### src/rtl/vga_pkg.sv
// Shared constants and types for the VGA capture path: 800x600@72 timing,
// stored-image geometry and the capture state encoding.
package vga_pkg;

  localparam int H_SYNC   = 120;
  localparam int H_BP     = 64;
  localparam int H_ACTIVE = 800;
  localparam int H_TOTAL  = 1040;
  localparam int V_SYNC   = 6;
  localparam int V_BP     = 23;
  localparam int V_ACTIVE = 600;
  localparam int V_TOTAL  = 666;

  localparam int IMG_W  = H_ACTIVE / 4;
  localparam int IMG_H  = V_ACTIVE / 4;
  localparam int RGB_W  = 12;
  localparam int ADDR_W = 15;
  localparam int HCNT_W = 11;
  localparam int VCNT_W = 10;

  typedef enum logic [1:0] {
    IDLE    = 2'd0,
    WAIT_VS = 2'd1,
    CAPTURE = 2'd2
  } cap_state_t;

endpackage

### src/rtl/vga_sync_track.sv
// Sync edge detection, pixel/line counters and timing lock for the incoming
// VGA stream. px/py are the coordinates of the pixel being sampled right now.
module vga_sync_track
  import vga_pkg::*;
#(
  parameter int H_TOTAL  = vga_pkg::H_TOTAL,
  parameter int V_TOTAL  = vga_pkg::V_TOTAL,
  parameter bit SYNC_POL = 1'b1
) (
  input  logic              clk,
  input  logic              rstn,
  input  logic              pix_valid,
  input  logic              hs,
  input  logic              vs,
  output logic [HCNT_W-1:0] px,
  output logic [VCNT_W-1:0] py,
  output logic              frame_good,
  output logic              lock_fail,
  output logic              locked
);

  localparam logic [HCNT_W-1:0] HCNT_MAX = '1;

  logic              hs_act, vs_act, hs_prev, vs_prev;
  logic              hs_edge, vs_edge;
  logic              line_ok, frame_pass, sat, lines_good;
  logic [HCNT_W-1:0] hcnt;
  logic [VCNT_W-1:0] vcnt;

  assign hs_act  = (hs == SYNC_POL);
  assign vs_act  = (vs == SYNC_POL);
  assign hs_edge = pix_valid & hs_act & ~hs_prev;
  assign vs_edge = pix_valid & vs_act & ~vs_prev;

  assign line_ok = ({1'b0, hcnt} + 12'd1) == 12'(H_TOTAL);
  assign sat     = pix_valid & ~hs_edge & (hcnt >= HCNT_MAX - 11'd1);

  // An hs edge on the same pixel as the vs edge closes the last line of the
  // frame being judged, so its line check counts toward this frame.
  assign frame_pass = (({1'b0, vcnt} + 11'd1) == 11'(V_TOTAL)) & lines_good
                    & (~hs_edge | line_ok);

  assign frame_good = vs_edge & frame_pass & ~sat;
  assign lock_fail  = (hs_edge & ~line_ok) | (vs_edge & ~frame_pass) | sat;

  assign px = hs_edge ? '0 : ((hcnt == HCNT_MAX) ? hcnt : hcnt + 11'd1);
  assign py = vs_edge ? '0 : (hs_edge ? vcnt + 10'd1 : vcnt);

  // NOTE: sequential state uses non-blocking assignments so every register
  // sees the pre-edge values of its neighbours.
  always_ff @(posedge clk or negedge rstn) begin
    if (!rstn) begin
      hs_prev    <= 1'b0;
      vs_prev    <= 1'b0;
      hcnt       <= '0;
      vcnt       <= '0;
      lines_good <= 1'b0;
      locked     <= 1'b0;
    end else if (pix_valid) begin
      hs_prev <= hs_act;
      vs_prev <= vs_act;
      hcnt    <= px;
      vcnt    <= py;
      if (vs_edge)      lines_good <= 1'b1;
      else if (hs_edge) lines_good <= lines_good & line_ok;
      if (lock_fail)       locked <= 1'b0;
      else if (frame_good) locked <= 1'b1;
    end
  end

endmodule

### src/rtl/vga_capture.sv
// VGA receive side: tracks input timing and, when armed, stores one frame
// decimated 4:1 in both axes through the VRAM write port.
module vga_capture
  import vga_pkg::*;
#(
  parameter int H_SYNC   = vga_pkg::H_SYNC,
  parameter int H_BP     = vga_pkg::H_BP,
  parameter int H_ACTIVE = vga_pkg::H_ACTIVE,
  parameter int H_TOTAL  = vga_pkg::H_TOTAL,
  parameter int V_SYNC   = vga_pkg::V_SYNC,
  parameter int V_BP     = vga_pkg::V_BP,
  parameter int V_ACTIVE = vga_pkg::V_ACTIVE,
  parameter int V_TOTAL  = vga_pkg::V_TOTAL,
  parameter int IMG_W    = vga_pkg::IMG_W,
  parameter bit SYNC_POL = 1'b1
) (
  input  logic              clk,
  input  logic              rstn,
  input  logic              pix_valid,
  input  logic              hs,
  input  logic              vs,
  input  logic [RGB_W-1:0]  rgb,
  input  logic              arm,
  output logic [ADDR_W-1:0] waddr,
  output logic [RGB_W-1:0]  wdata,
  output logic              we,
  output logic              busy,
  output logic              done,
  output logic              err,
  output logic              locked
);

  localparam logic [HCNT_W-1:0] X0 = HCNT_W'(H_SYNC + H_BP);
  localparam logic [HCNT_W-1:0] X1 = HCNT_W'(H_SYNC + H_BP + H_ACTIVE);
  localparam logic [VCNT_W-1:0] Y0 = VCNT_W'(V_SYNC + V_BP);
  localparam logic [VCNT_W-1:0] Y1 = VCNT_W'(V_SYNC + V_BP + V_ACTIVE);

  cap_state_t        state, state_nxt;
  logic [HCNT_W-1:0] px, x;
  logic [VCNT_W-1:0] py, y;
  logic              frame_good, lock_fail, in_win, wr_hit, capturing;
  logic [ADDR_W-1:0] addr_nxt;

  vga_sync_track #(
    .H_TOTAL  (H_TOTAL),
    .V_TOTAL  (V_TOTAL),
    .SYNC_POL (SYNC_POL)
  ) u_track (
    .clk        (clk),
    .rstn       (rstn),
    .pix_valid  (pix_valid),
    .hs         (hs),
    .vs         (vs),
    .px         (px),
    .py         (py),
    .frame_good (frame_good),
    .lock_fail  (lock_fail),
    .locked     (locked)
  );

  assign capturing = (state == CAPTURE);
  assign busy      = (state != IDLE);

  assign x      = px - X0;
  assign y      = py - Y0;
  assign in_win = (px >= X0) && (px < X1) && (py >= Y0) && (py < Y1);
  assign wr_hit = pix_valid & capturing & ~lock_fail & in_win
                & (x[1:0] == 2'b00) & (y[1:0] == 2'b00);

  assign addr_nxt = ADDR_W'(y[VCNT_W-1:2]) * ADDR_W'(IMG_W)
                  + ADDR_W'(x[HCNT_W-1:2]);

  // NOTE: the default assignment first keeps the next-state logic latch-free.
  always_comb begin
    state_nxt = state;
    case (state)
      IDLE:    if (arm) state_nxt = WAIT_VS;
      // Require the lock to survive this vs edge, not just to have existed.
      WAIT_VS: if (frame_good && locked) state_nxt = CAPTURE;
      CAPTURE: if (lock_fail || frame_good) state_nxt = IDLE;
      default: state_nxt = IDLE;
    endcase
  end

  always_ff @(posedge clk or negedge rstn) begin
    if (!rstn) begin
      state <= IDLE;
      we    <= 1'b0;
      waddr <= '0;
      wdata <= '0;
      done  <= 1'b0;
      err   <= 1'b0;
    end else begin
      state <= state_nxt;
      we    <= wr_hit;
      done  <= capturing & frame_good;
      err   <= capturing & lock_fail;
      if (wr_hit) begin
        waddr <= addr_nxt;
        wdata <= rgb;
      end
    end
  end

endmodule

### config.mk
export PLATFORM = sky130hd
export DESIGN_NAME = vga_capture
export DESIGN_NICKNAME = d
export VERILOG_FILES = /design/src/rtl/vga_pkg.sv /design/src/rtl/vga_sync_track.sv /design/src/rtl/vga_capture.sv
export SDC_FILE = /design/constraint.sdc
export NUM_CORES = 1
export LEC_CHECK = 0
export ABC_AREA = 1
export CORE_MARGIN = 5
export CORE_UTILIZATION = 37
export CTS_BUF_LIST = sky130_fd_sc_hd__clkbuf_16
export CTS_CLUSTER_SIZE = 28
export DETAILED_ROUTE_END_ITERATION = 10
export MAX_ROUTING_LAYER = met4
export SLEW_MARGIN = 10
export SYNTH_ARGS = -nofsm -noshare
export SYNTH_HDL_FRONTEND = slang
export SYNTH_SLANG_ARGS = --single-unit
### constraint.sdc
create_clock -name clk -period 4 [get_ports clk]
set_input_delay 0.8 -clock clk [delete_from_list [all_inputs] [get_ports clk]]
set_output_delay 0.8 -clock clk [all_outputs]
set_load 0.01 [all_outputs]
==> flow_metrics.env <==
export IMPL_synth_top_flop_cell="dfrtp_1"
export IMPL_diodes=0
export IMPL_async_flop_share=1.00
export IMPL_core_area_mm2=0.0120
export IMPL_yosysUniqueCellTypes=36
export IMPL_drv_slew=0
export IMPL_synth_area_mux_share=0
export IMPL_drv_cap=0
export IMPL_wirelength_um=12200
export IMPL_root_buffer="clkbuf_16"
export IMPL_setup_viol=0
export IMPL_rsz0062_at_grt="yes"
export IMPL_crit_arrival_ns=4.24
export IMPL_dp_hpwl_um=9070
export IMPL_grt_ovfl_total=0
export IMPL_p_int_uw=3440
export IMPL_antenna_found_initial=0
export IMPL_num_vias=4427
export IMPL_synth_xor_area_share=0.0351
export IMPL_synth_edf_count=0
export IMPL_nets=812
export IMPL_grt_use_met2=0.313
export IMPL_syn_inst=631
export IMPL_finalCritPeriodShare=0.995
export IMPL_setup_ws_ns=0.0193
export IMPL_critPathCaptureType="register"
export IMPL_leakage_uw=0.00330
export IMPL_insertion_delay_ns=0.32
export IMPL_status="finished, final reports clean"
export IMPL_synthesis_area_mm2=0.00450
export IMPL_initial_core_util=0.376
export IMPL_avgSynthCellArea_um2=7.13
export IMPL_power_switching_uw=2700
export IMPL_grt_usage=0.178
export IMPL_drt_iter0_markers=274
export IMPL_layout_drive_gt1_share=0.306
export IMPL_fp_dieH_um=120
export IMPL_grt_pass1_wl_um=20900
export IMPL_drtPass1Iterations=4
export IMPL_power_frac_seq=0.111
export IMPL_rows=40
export IMPL_synth_top_family_by_area="simple AND/OR/NAND/NOR gates"
export IMPL_htree_levels=3
export IMPL_holdWs_ns=0.468
export IMPL_grt_start_max_net_pins=41
export IMPL_yosysMostFrequentCell="nand2_1"
export IMPL_ir_worst_vdd_uv=1650
export IMPL_power_total_uw=6140
export IMPL_area_growth_pct=46.9
export IMPL_met1_usage=0.210
export IMPL_portBuffers=49
export IMPL_hold_viol=0
export IMPL_dp_slack_ns=-0.947
export IMPL_slew_headroom=0.367
export IMPL_syn_num_nets=690
export IMPL_swShare=0.440
export IMPL_min_period_ns=3.98
export IMPL_synth_top_area_frac=0.317
export IMPL_clkPwrFrac=0.131
export IMPL_path_class="in -> reg"
export IMPL_routed_via_density=4.89
export IMPL_die_area_mm2=0.0145
export IMPL_grt_use_met3=0.0243
export IMPL_synth_compound_area_frac=0.0687
export IMPL_cts_inserted_buffers=9
export IMPL_post_route_cell_area_mm2=0.00661
export IMPL_cp_max_fo=8
export IMPL_skew_ns=0.00573
export IMPL_gr_max_usage_layer="met2"
export IMPL_startpoint_type="primary input"
export IMPL_drc_errors=0
export IMPL_fmax_ghz=0.251
export IMPL_worst_pin_slew_ns=0.949
export IMPL_critPathRequiredTime_ns=4.26
export IMPL_power_frac_comb=0.758
export IMPL_synth_top_area_cell="dfrtp_1"
export IMPL_ys_warn_count=0
export IMPL_synth_simple_area_share=0.354
export IMPL_ios=50
export IMPL_yosysSeqAreaShare=0.317
export IMPL_post_drt_wl_per_cell_um=13.4
export IMPL_place_congestion=0.891
export IMPL_cellPowerDensity_mw_per_mm2=929
export IMPL_cts_tree="built"
export IMPL_synth_seq_cells=57
export IMPL_drtAntennaViolNets=0
export IMPL_clock_sinks=57
export IMPL_synth_area_top_cells="dfrtp_1 (32%), nand2_1 (17%), ha_1 (10%), inv_1 (7.2%), nand4_1 (5.4%)"
export IMPL_grt_pass1_vias=4647
export IMPL_synth_common_cells="nand2_1 (204), inv_1 (86), dfrtp_1 (57)"
export IMPL_clkTransAtPathRegs_ns=0.05
export IMPL_cts_hold_buffers=0
export IMPL_clockBufferDepth=2
export IMPL_postPlaceCellArea_mm2=0.00576
export IMPL_hold_path_class="reg -> reg"
export IMPL_synth_fa_ha_area_frac=0.121
export IMPL_die_w_um=120
what timing repair did:
action / in CTS / in global routing
endpoints found under the setup margin: 7 / 6
pin swaps: 41 / 53
endpoints found under the hold margin: 0 / 0
setup buffers: 13 / 6
gates cloned: 0 / 0
gates resized for setup: 44 / 65
metal layers:
layer | up-vias | wire [µm] | part of all wire
li1 | 2278 | - | -
met1 | 2100 | 5460 | 0.45
met2 | 35 | 6300 | 0.52
met3 | 14 | 219 | 0.018
met4 | 0 | 178 | 0.015
met5 | - | 0 | 0
worst max-delay path: stages:
cell and delay [ns]:
buf_12 0.10, nand3_4 0.14, nand2_2 0.10, nand3_2 0.09
nand2_2 0.08, nand2_2 0.08, nor2_4 0.17, nand2_4 0.09
nand2_4 0.12, nand2_4 0.06, nand2_4 0.07, ha_4 0.20
ha_4 0.25, inv_2 0.03, fa_1 0.49, inv_2 0.05
ha_4 0.30, nand2_2 0.06, inv_2 0.07, nand4_1 0.10
nand2_2 0.17, xor2_4 0.20, nand4_1 0.12, nand2_1 0.09
nand4_1 0.08, nand2_1 0.09
registers in the layout (all words and copies together) (netlist names):
| register | count |
|---|---|
| done | 1 |
| err | 1 |
| state | 2 |
| u_track.hcnt | 11 |
| u_track.hs_prev | 1 |
| u_track.lines_good | 1 |
| u_track.locked | 1 |
| u_track.vcnt | 10 |
| u_track.vs_prev | 1 |
| waddr | 15 |
| wdata | 12 |
| we | 1 |
area by class of cell:
| type | count | area, µm² |
|---|---|---|
| clock buffer | 9 | 225 |
| clock inverter | 7 | 86.3 |
| fill | 1116 | 5350 |
| inverter | 93 | 357 |
| multi-input combinational | 465 | 3210 |
| sequential | 57 | 1430 |
| tap | 147 | 184 |
| timing repair buffer | 127 | 1110 |
metrics by stage:
| step | utilization | TNS (ns) | std cells |
|---|---|---|---|
| 2_1_floorplan | - | -0.0101 | 631 |
| 3_3_place_gp | 0.482 | -5.23 | 872 |
| 3_5_place_dp | 0.482 | -5.86 | 872 |
| 4_1_cts | 0.526 | -0.244 | 901 |
| 5_1_grt | 0.552 | -0.962 | 905 |
| 6_report | 0.552 | 0 | 905 |
layout by cell type, fill, tap and decap left out, types with 10 or more instances in the layout:
| cell type | count |
|---|---|
| nand3_2 | 10 |
| nor2_1 | 37 |
| ha_1 | 14 |
| nand2_1 | 169 |
| inv_1 | 66 |
| a21oi_1 | 11 |
| inv_2 | 25 |
| buf_4 | 72 |
| nand3_1 | 28 |
| nand2_2 | 34 |
| clkdlybuf4s50_1 | 45 |
| o21ai_0 | 17 |
| ha_4 | 23 |
| dfrtp_1 | 56 |
| nand4_1 | 39 |
final timing paths:
check / slack [ns] / endpoint / from / cells after the start
worst max register to register: 0.03 / waddr[13] / u_track.vcnt[1] / 26
worst max-delay path: 0.02 / waddr[13] / pix_valid / 26
worst min-delay path: 0.47 / waddr[10] / waddr[10] / 2
max in group asynchronous: 2.57 / wdata[5] / rstn / 2
min in group asynchronous: 0.63 / state[0] / rstn / 1
worst min register to register: 0.47 / waddr[10] / waddr[10] / 2
power groups by stage:
stage	sequential, µW	combinational, µW	clock, µW
global placement	684	3420	0
CTS	676	3990	819
finish	680	4650	804
floorplan	663	2490	0
global route	687	5180	849
detailed placement	685	3480	0
logic make-up after synthesis:
family / Yosys count
compound gates: 55
xor+xnor: 18
fa+ha+maj: 41
buf+inv: 109
flops: 57
simple gates: 351
Note: power is estimated with default switching activity, not from simulation.
